===== src/rtl/round_key_fetch.sv =====
// round_key_fetch: stores expanded key words and sequences 128-bit round keys.
// Optional macro PREFETCH_EN adds a one-key prefetch buffer.
module round_key_fetch #(
  parameter int DW = 64,
  parameter int AW = 5
) (
  input  logic            clk,
  input  logic            reset,
  input  logic            wr_i,
  input  logic [AW-1:0]   wr_addr_i,
  input  logic [DW-1:0]   wr_data_i,
  input  logic            key_ready_i,
  input  logic [1:0]      key_mode_i,
  input  logic            start_i,
  input  logic            ende_i,
  input  logic            key_next_i,
  output logic            rk_valid_o,
  output logic [2*DW-1:0] rk_data_o,
  output logic [3:0]      rk_round_o,
  output logic            rk_last_o,
  output logic            busy_o,
  output logic            err_o
);

  typedef enum logic [1:0] {IDLE, RD_HI, RD_LO, HOLD} state_t;

  state_t state_q, state_d;

  logic [DW-1:0] mem_q [2**AW];

  logic [3:0]    idx_q, nr_q, nr_sel, fin_idx, round_q;
  logic          dec_q, valid_q, last_q, err_q;
  logic [DW-1:0] hi_q, lo_q, rd_hi, rd_lo;
  logic [AW-1:0] addr_hi, addr_lo;
  logic          go, abort, fill, consume, fin;

`ifdef PREFETCH_EN
  logic [DW-1:0] bhi_q, blo_q;
  logic [3:0]    bround_q;
  logic          blast_q, bfull_q, done_q;
`endif

  assign nr_sel  = (key_mode_i == 2'd0) ? 4'd10 :
                   (key_mode_i == 2'd1) ? 4'd12 : 4'd14;
  assign fin_idx = dec_q ? 4'd0 : nr_q;
  assign fin     = (idx_q == fin_idx);
  assign go      = (state_q == IDLE) && start_i && key_ready_i;
  assign abort   = (state_q != IDLE) && !key_ready_i;
  assign fill    = (state_q == RD_LO) && !abort;
  assign consume = valid_q && key_next_i && !abort;
  assign addr_hi = AW'({idx_q, 1'b0});
  assign addr_lo = AW'({idx_q, 1'b1});
  assign rd_hi   = mem_q[addr_hi];
  assign rd_lo   = mem_q[addr_lo];

  // Key-word array: written any time, never reset.
  always_ff @(posedge clk) begin
    if (wr_i) mem_q[wr_addr_i] <= wr_data_i;
  end

  // State register.
  always_ff @(posedge clk or posedge reset) begin
    if (reset) state_q <= IDLE;
    else       state_q <= state_d;
  end

  // Next-state: fetch hi, fetch lo, then wait for the core.
  always_comb begin
    state_d = state_q;
    if (abort) begin
      state_d = IDLE;
    end else begin
      unique case (state_q)
        IDLE:  if (go) state_d = RD_HI;
        RD_HI: state_d = RD_LO;
`ifdef PREFETCH_EN
        RD_LO: state_d = (!fin && (consume || !valid_q)) ? RD_HI : HOLD;
        HOLD: begin
          if (consume && last_q)
            state_d = IDLE;
          else if (!done_q && (!bfull_q || consume))
            state_d = RD_HI;
        end
`else
        RD_LO: state_d = HOLD;
        HOLD:  if (key_next_i) state_d = last_q ? IDLE : RD_HI;
`endif
        default: state_d = IDLE;
      endcase
    end
  end

  // Index, latched mode and round-key output registers.
  always_ff @(posedge clk or posedge reset) begin
    if (reset) begin
      idx_q    <= '0;
      nr_q     <= '0;
      dec_q    <= 1'b0;
      hi_q     <= '0;
      lo_q     <= '0;
      round_q  <= '0;
      valid_q  <= 1'b0;
      last_q   <= 1'b0;
      err_q    <= 1'b0;
`ifdef PREFETCH_EN
      bhi_q    <= '0;
      blo_q    <= '0;
      bround_q <= '0;
      blast_q  <= 1'b0;
      bfull_q  <= 1'b0;
      done_q   <= 1'b0;
`endif
    end else begin
      err_q <= (state_q == IDLE) && start_i && !key_ready_i;
      if (go) begin
        idx_q <= ende_i ? nr_sel : 4'd0;
        nr_q  <= nr_sel;
        dec_q <= ende_i;
      end
      if (fill && !fin) idx_q <= dec_q ? idx_q - 4'd1 : idx_q + 4'd1;
`ifdef PREFETCH_EN
      if (go) done_q <= 1'b0;
      if (fill) done_q <= fin;
      if (state_q == RD_HI && !abort) bhi_q <= rd_hi;
      if (consume && bfull_q) begin
        hi_q    <= bhi_q;
        lo_q    <= blo_q;
        round_q <= bround_q;
        last_q  <= blast_q;
        bfull_q <= 1'b0;
      end else if (fill && (consume || !valid_q)) begin
        hi_q    <= bhi_q;
        lo_q    <= rd_lo;
        round_q <= idx_q;
        last_q  <= fin;
        valid_q <= 1'b1;
      end else if (fill) begin
        blo_q    <= rd_lo;
        bround_q <= idx_q;
        blast_q  <= fin;
        bfull_q  <= 1'b1;
      end else if (consume) begin
        valid_q <= 1'b0;
        last_q  <= 1'b0;
      end
      if (abort) bfull_q <= 1'b0;
`else
      if (state_q == RD_HI && !abort) hi_q <= rd_hi;
      if (fill) begin
        lo_q    <= rd_lo;
        round_q <= idx_q;
        last_q  <= fin;
        valid_q <= 1'b1;
      end
      if (consume) begin
        valid_q <= 1'b0;
        last_q  <= 1'b0;
      end
`endif
      if (abort) begin
        valid_q <= 1'b0;
        last_q  <= 1'b0;
      end
    end
  end

  assign rk_valid_o = valid_q;
  assign rk_data_o  = {hi_q, lo_q};
  assign rk_round_o = round_q;
  assign rk_last_o  = last_q;
  assign busy_o     = (state_q != IDLE);
  assign err_o      = err_q;

endmodule

===== config.mk =====
export PLATFORM = sky130hd
export DESIGN_NAME = round_key_fetch
export DESIGN_NICKNAME = d
export VERILOG_FILES = /design/src/rtl/round_key_fetch.sv
export SDC_FILE = /design/constraint.sdc
export NUM_CORES = 2
export LEC_CHECK = 0
export ABC_CLOCK_PERIOD_IN_PS = 6800
export BUFFER_PORTS_ARGS = -buffer_cell sky130_fd_sc_hd__buf_2
export CAP_MARGIN = 20
export CELL_PAD_IN_SITES_DETAIL_PLACEMENT = 1
export CELL_PAD_IN_SITES_GLOBAL_PLACEMENT = 1
export CORE_MARGIN = 8
export CORE_UTILIZATION = 43
export CTS_BUF_LIST = sky130_fd_sc_hd__clkbuf_4 sky130_fd_sc_hd__clkbuf_8 sky130_fd_sc_hd__clkbuf_16
export CTS_CLUSTER_DIAMETER = 80
export DETAILED_ROUTE_END_ITERATION = 8
export GPL_TIMING_DRIVEN = 0
export PLACE_DENSITY = 0.72
export SLEW_MARGIN = 20
export SYNTH_ARGS = -nofsm -noshare
export SYNTH_HDL_FRONTEND = slang
export SYNTH_SLANG_ARGS = --single-unit

===== constraint.sdc =====
create_clock -name clk -period 6.8 [get_ports clk]
set_input_delay 1.36 -clock clk [delete_from_list [all_inputs] [get_ports clk]]
set_output_delay 1.36 -clock clk [all_outputs]
set_load 0.01 [all_outputs]

Word level (Yosys, flattened, before mapping)
Memories as Yosys holds them, arrays and structs flattened. A register that Yosys moved wholly into a read port is not among the register bits.
Index checks and enable logic that the tools add are counted.
Storage, ports and cells
  register bits after elaboration: 18
  bits in writable memories: 2048
  bits of input ports: 78
  output and inout bits: 136
  word-level logic and storage cells: 56
  memories: 1
Cells by class
  add/subtract/negate cells: 2
  equal/unequal tests: 7
  muxes and demuxes: 20
  reduce and logical (&&, ||, !) cells: 18
Memory list
  mem_q: words 32, bits a word 64, read ports 2, clocked after memory_dff 2, wr ports 1, RTL line 29  | logic [DW-1:0] mem_q [2**AW];
Operators with widths (count)
  $mux 4: 5
  $logic_and 1x1->1: 9
  $mux 1: 9
  $mux 2: 4
  $pmux 2 s4: 1
  $ne 3x3->1 const B: 2
  $add 4x1->4 const B: 1
  $eq 2x1->1 const B: 2
  $eq 2x2->1 const B: 2
  $eq 4x4->1: 1
  $logic_not 2->1: 2
  $reduce_bool 2->1: 2
  $sub 4x1->4 const B: 1
  $logic_not 1->1: 3
  $mux 3: 1
  $reduce_bool 3->1: 1
  $reduce_and 2->1: 1

Depth between registers and ports, before layout
  word-level depth: 7
  gate-level depth with buffers: 10
  mapped depth without buffers: 7

Worst setup path before layout
No wires, ideal clock.
  path kind: in2reg
  from: input wr_addr_i[1]
  to: memory mem_q[12][0], enable pin
  library setup time: 0.486 ns
  arrival time: 4.695 ns
  required time: 6.314 ns
  slack: 1.618 ns
  cell stages on the path: 3
  path buffers: 1
  cell sequence: or3b_2 > clkbuf_1 > nor2_1
RTL lines
  start, declared: RTL line 10  | input logic [AW-1:0] wr_addr_i,
  end, declared: RTL line 29
Straight into the memory's write port.

==> metrics <==
worst rel slew slack=0.226; crit share post-route=0.523; static leakage power=31.8 nW; cell count after synthesis=3682; vias in the first global route=44300; final core utilization=0.507; share of synthesized registers carrying an async set or reset=0.0661; worst setup timing slack at the placement stage=2620 ps; cells resized by post-CTS repair=0; type of element launching the critical path=flip-flop; Mean Syn Cell Area=22.5 sq um; number of hold buffers added after CTS=0; detailed-placement wirelength estimate=159000 microns; detailed-router iteration count before antenna repair=5; initial cell density of the core=0.432; post-synth top area share=0.742; register area share after synthesis=0.785; worst setup path class=reg -> reg; path type of the worst min-delay path=reg -> reg; slew at the pin with the worst max-slew slack=1160 ps; total area of multi-input combinational cells=16900 sq um; leading cell types by count after synthesis=sky130_fd_sc_hd__edfxtp_1, sky130_fd_sc_hd__mux4_2, sky130_fd_sc_hd__mux2i_1; Synth area leader=sky130_fd_sc_hd__edfxtp_1; wire length of the first global-routing pass=338000 microns; DRC violations left=0; clock buffers created by TritonCTS=208; clock tree root driver cell=sky130_fd_sc_hd__clkbuf_16; count of synthesis-stage warnings from yosys=0; setup repair after global routing missed its margin=no; post-route worst hold slack=470 ps; Post-Route Setup TNS=0 ps; most instantiated library cell after synthesis=sky130_fd_sc_hd__edfxtp_1; Peak supply drop=259 uV; number of I/O port buffers=212; primary flip-flop cell chosen by synthesis mapping=sky130_fd_sc_hd__edfxtp_1; Critical Path Sink Type=flip-flop; number of unique standard cell types used by synthesis=49; Die Area=207000 sq um; area growth from synthesis to layout=17.5%; clock insertion delay at the later pin of the skew report=860 ps; largest net degree at the start of global routing=61; floorplan die width=455 microns; number of max-slew violations in the final report=0; CTS H-tree lvls=4; highest clock frequency the design can meet=0.281 GHz; Global Route Usage Sum=0.231; vertical die dimension=455 microns; outcome=finished, final reports clean; sequential standard cell area=65100 sq um; vias after detailed routing=41900; clock-pin slew on the worst setup and hold paths=60 ps; Finished Cell Area=97500 sq um; Detail Route Antenna Nets=0; WP data required=7490 ps; signal arrival time at the worst endpoint=4250 ps; final-report hold violation count=0; number of register bits inferred by synthesis=2193; initial antenna violation count=24; Post-synth EDFFs=2048; layout cell share with drive strength beyond 1=0.321; max-cap violation count=0; setup violators final=0; number of clock sinks=2193; Synth Net Count=3767; io pins=214; Core Area=192000 sq um; cell area after technology mapping=82900 sq um; total routed wirelength=243000 microns; CTS tree=yes; maximum clock path buffer count=3; power density normalized to cell area=388 nW/um^2; Vias per Instance=6.01; number of rows in the core area=161; average wire per standard cell=34.8 microns; initial detailed-routing violation count=5396; dominant cells by area after synthesis=sky130_fd_sc_hd__edfxtp_1, sky130_fd_sc_hd__mux4_2, sky130_fd_sc_hd__dfrtp_1, sky130_fd_sc_hd__mux2i_1, sky130_fd_sc_hd__mux2_2; crit path setup slack, layout=3240 ps; clock skew=29.5 ps; Post-CTS Setup Bufs=0; final weighted congestion in routability-driven placement=0.756; area after detailed placement=90300 sq um; Max Fanout on Critical Path=12; total global routing overflow=0; fill cell instance count of the final layout=17100; number of nets in the final layout=4316; clock period minus final worst setup slack=3560 ps
where the power goes:
| group | switching [mW] | internal, mW | total [mW] | leakage [nW] |
|---|---|---|---|---|
| combinational | 5.71 | 4.14 | 9.84 | 8.04 |
| sequential | 0.515 | 15.3 | 15.8 | 20.2 |
| clock | 5.11 | 7.02 | 12.1 | 3.58 |
layer usage:
layer | track usage | vias to the layer above | wire length, microns
met5 | 0 | - | 47
met4 | 0.0916 | 8 | 10500
met3 | 0.0489 | 452 | 20300
met2 | 0.393 | 2160 | 122000
met1 | 0.293 | 22700 | 90100
li1 | - | 16600 | -
logic make-up after synthesis:
| kind of cell | Yosys count | share of synthesized area |
|---|---|---|
| flip-flops | 2193 | 0.785 |
| multiplexers | 780 | 0.170 |
| AO/OA/AOI/OAI | 314 | 0.0210 |
| buffers and inverters | 208 | 0.0134 |
| AND/OR/NAND/NOR | 178 | 0.00919 |
| adder cells (fa/ha/maj) | 7 | 0.00115 |
| XOR/XNOR | 2 | 0.000211 |
critical path, cell delays in order (launching register included):
cell	delay [ps]
sky130_fd_sc_hd__dfrtp_1	380
sky130_fd_sc_hd__buf_2	290
sky130_fd_sc_hd__buf_2	520
sky130_fd_sc_hd__buf_2	770
sky130_fd_sc_hd__buf_2	620
sky130_fd_sc_hd__mux4_2	410
sky130_fd_sc_hd__mux2i_1	200
sky130_fd_sc_hd__o21ai_0	120
area by class of cell:
cell class | instances | area share
clock buffer | 275 | 0.0600
timing repair buffer | 339 | 0.0402
antenna | 19 | 0.000488
multi-input combinational | 1281 | 0.174
buffer | 196 | 0.0111
inverter | 12 | 0.000539
tap | 2526 | 0.0324
sequential | 2193 | 0.668
clock inverter | 120 | 0.0135
flip-flops by register name, summed over array words and instances (netlist names):
signal / count
lo_q: 64
dec_q: 1
rk_last_o: 1
err_o: 1
rk_round_o: 4
idx_q: 4
nr_q: 3
state_q: 2
mem_q: 2048
hi_q: 64
rk_valid_o: 1
through the flow:
stage          std cells  power, mW
3_5_place_dp        6547       26.0
6_report            6961       37.8
5_1_grt             6948       38.9
3_3_place_gp        6420       25.6
4_1_cts             6942       38.1
2_1_floorplan       3682       22.1
worst paths after layout:
| path | startpoint | endpoint | slack, ps | cells past startpoint |
|---|---|---|---|---|
| max in group asynchronous | reset | lo_q[18]$_DFFE_PP0P_ | 5030 | 4 |
| worst max-delay path | idx_q[1]$_DFFE_PP0P_ | hi_q[18]$_DFFE_PP0P_ | 3240 | 7 |
| worst max register to register | idx_q[1]$_DFFE_PP0P_ | hi_q[18]$_DFFE_PP0P_ | 3240 | 7 |
| worst min-delay path | rk_round_o[1]$_DFFE_PP0P_ | rk_round_o[1]$_DFFE_PP0P_ | 470 | 2 |
| min in group asynchronous | reset | hi_q[54]$_DFFE_PP0P_ | 570 | 2 |
| worst min register to register | rk_round_o[1]$_DFFE_PP0P_ | rk_round_o[1]$_DFFE_PP0P_ | 470 | 2 |
layout by cell type (no fill, tap or decap), types with 25 or more instances in the layout:
cell type,n
sky130_fd_sc_hd__edfxtp_1,2048
sky130_fd_sc_hd__mux4_2,494
sky130_fd_sc_hd__buf_2,274
sky130_fd_sc_hd__mux2i_1,222
sky130_fd_sc_hd__clkbuf_16,210
sky130_fd_sc_hd__dfrtp_1,145
sky130_fd_sc_hd__a21oi_1,130
sky130_fd_sc_hd__o21ai_0,98
sky130_fd_sc_hd__nor2_1,90
sky130_fd_sc_hd__buf_12,84
sky130_fd_sc_hd__mux2_2,64
sky130_fd_sc_hd__clkbuf_4,48
sky130_fd_sc_hd__clkbuf_1,42
sky130_fd_sc_hd__buf_4,42
sky130_fd_sc_hd__buf_16,42
sky130_fd_sc_hd__o22ai_1,40
sky130_fd_sc_hd__clkinv_1,37
sky130_fd_sc_hd__clkinv_2,37
sky130_fd_sc_hd__nor2_4,32
sky130_fd_sc_hd__buf_1,31
sky130_fd_sc_hd__bufinv_16,25
Power figures use the tool's default switching activity.
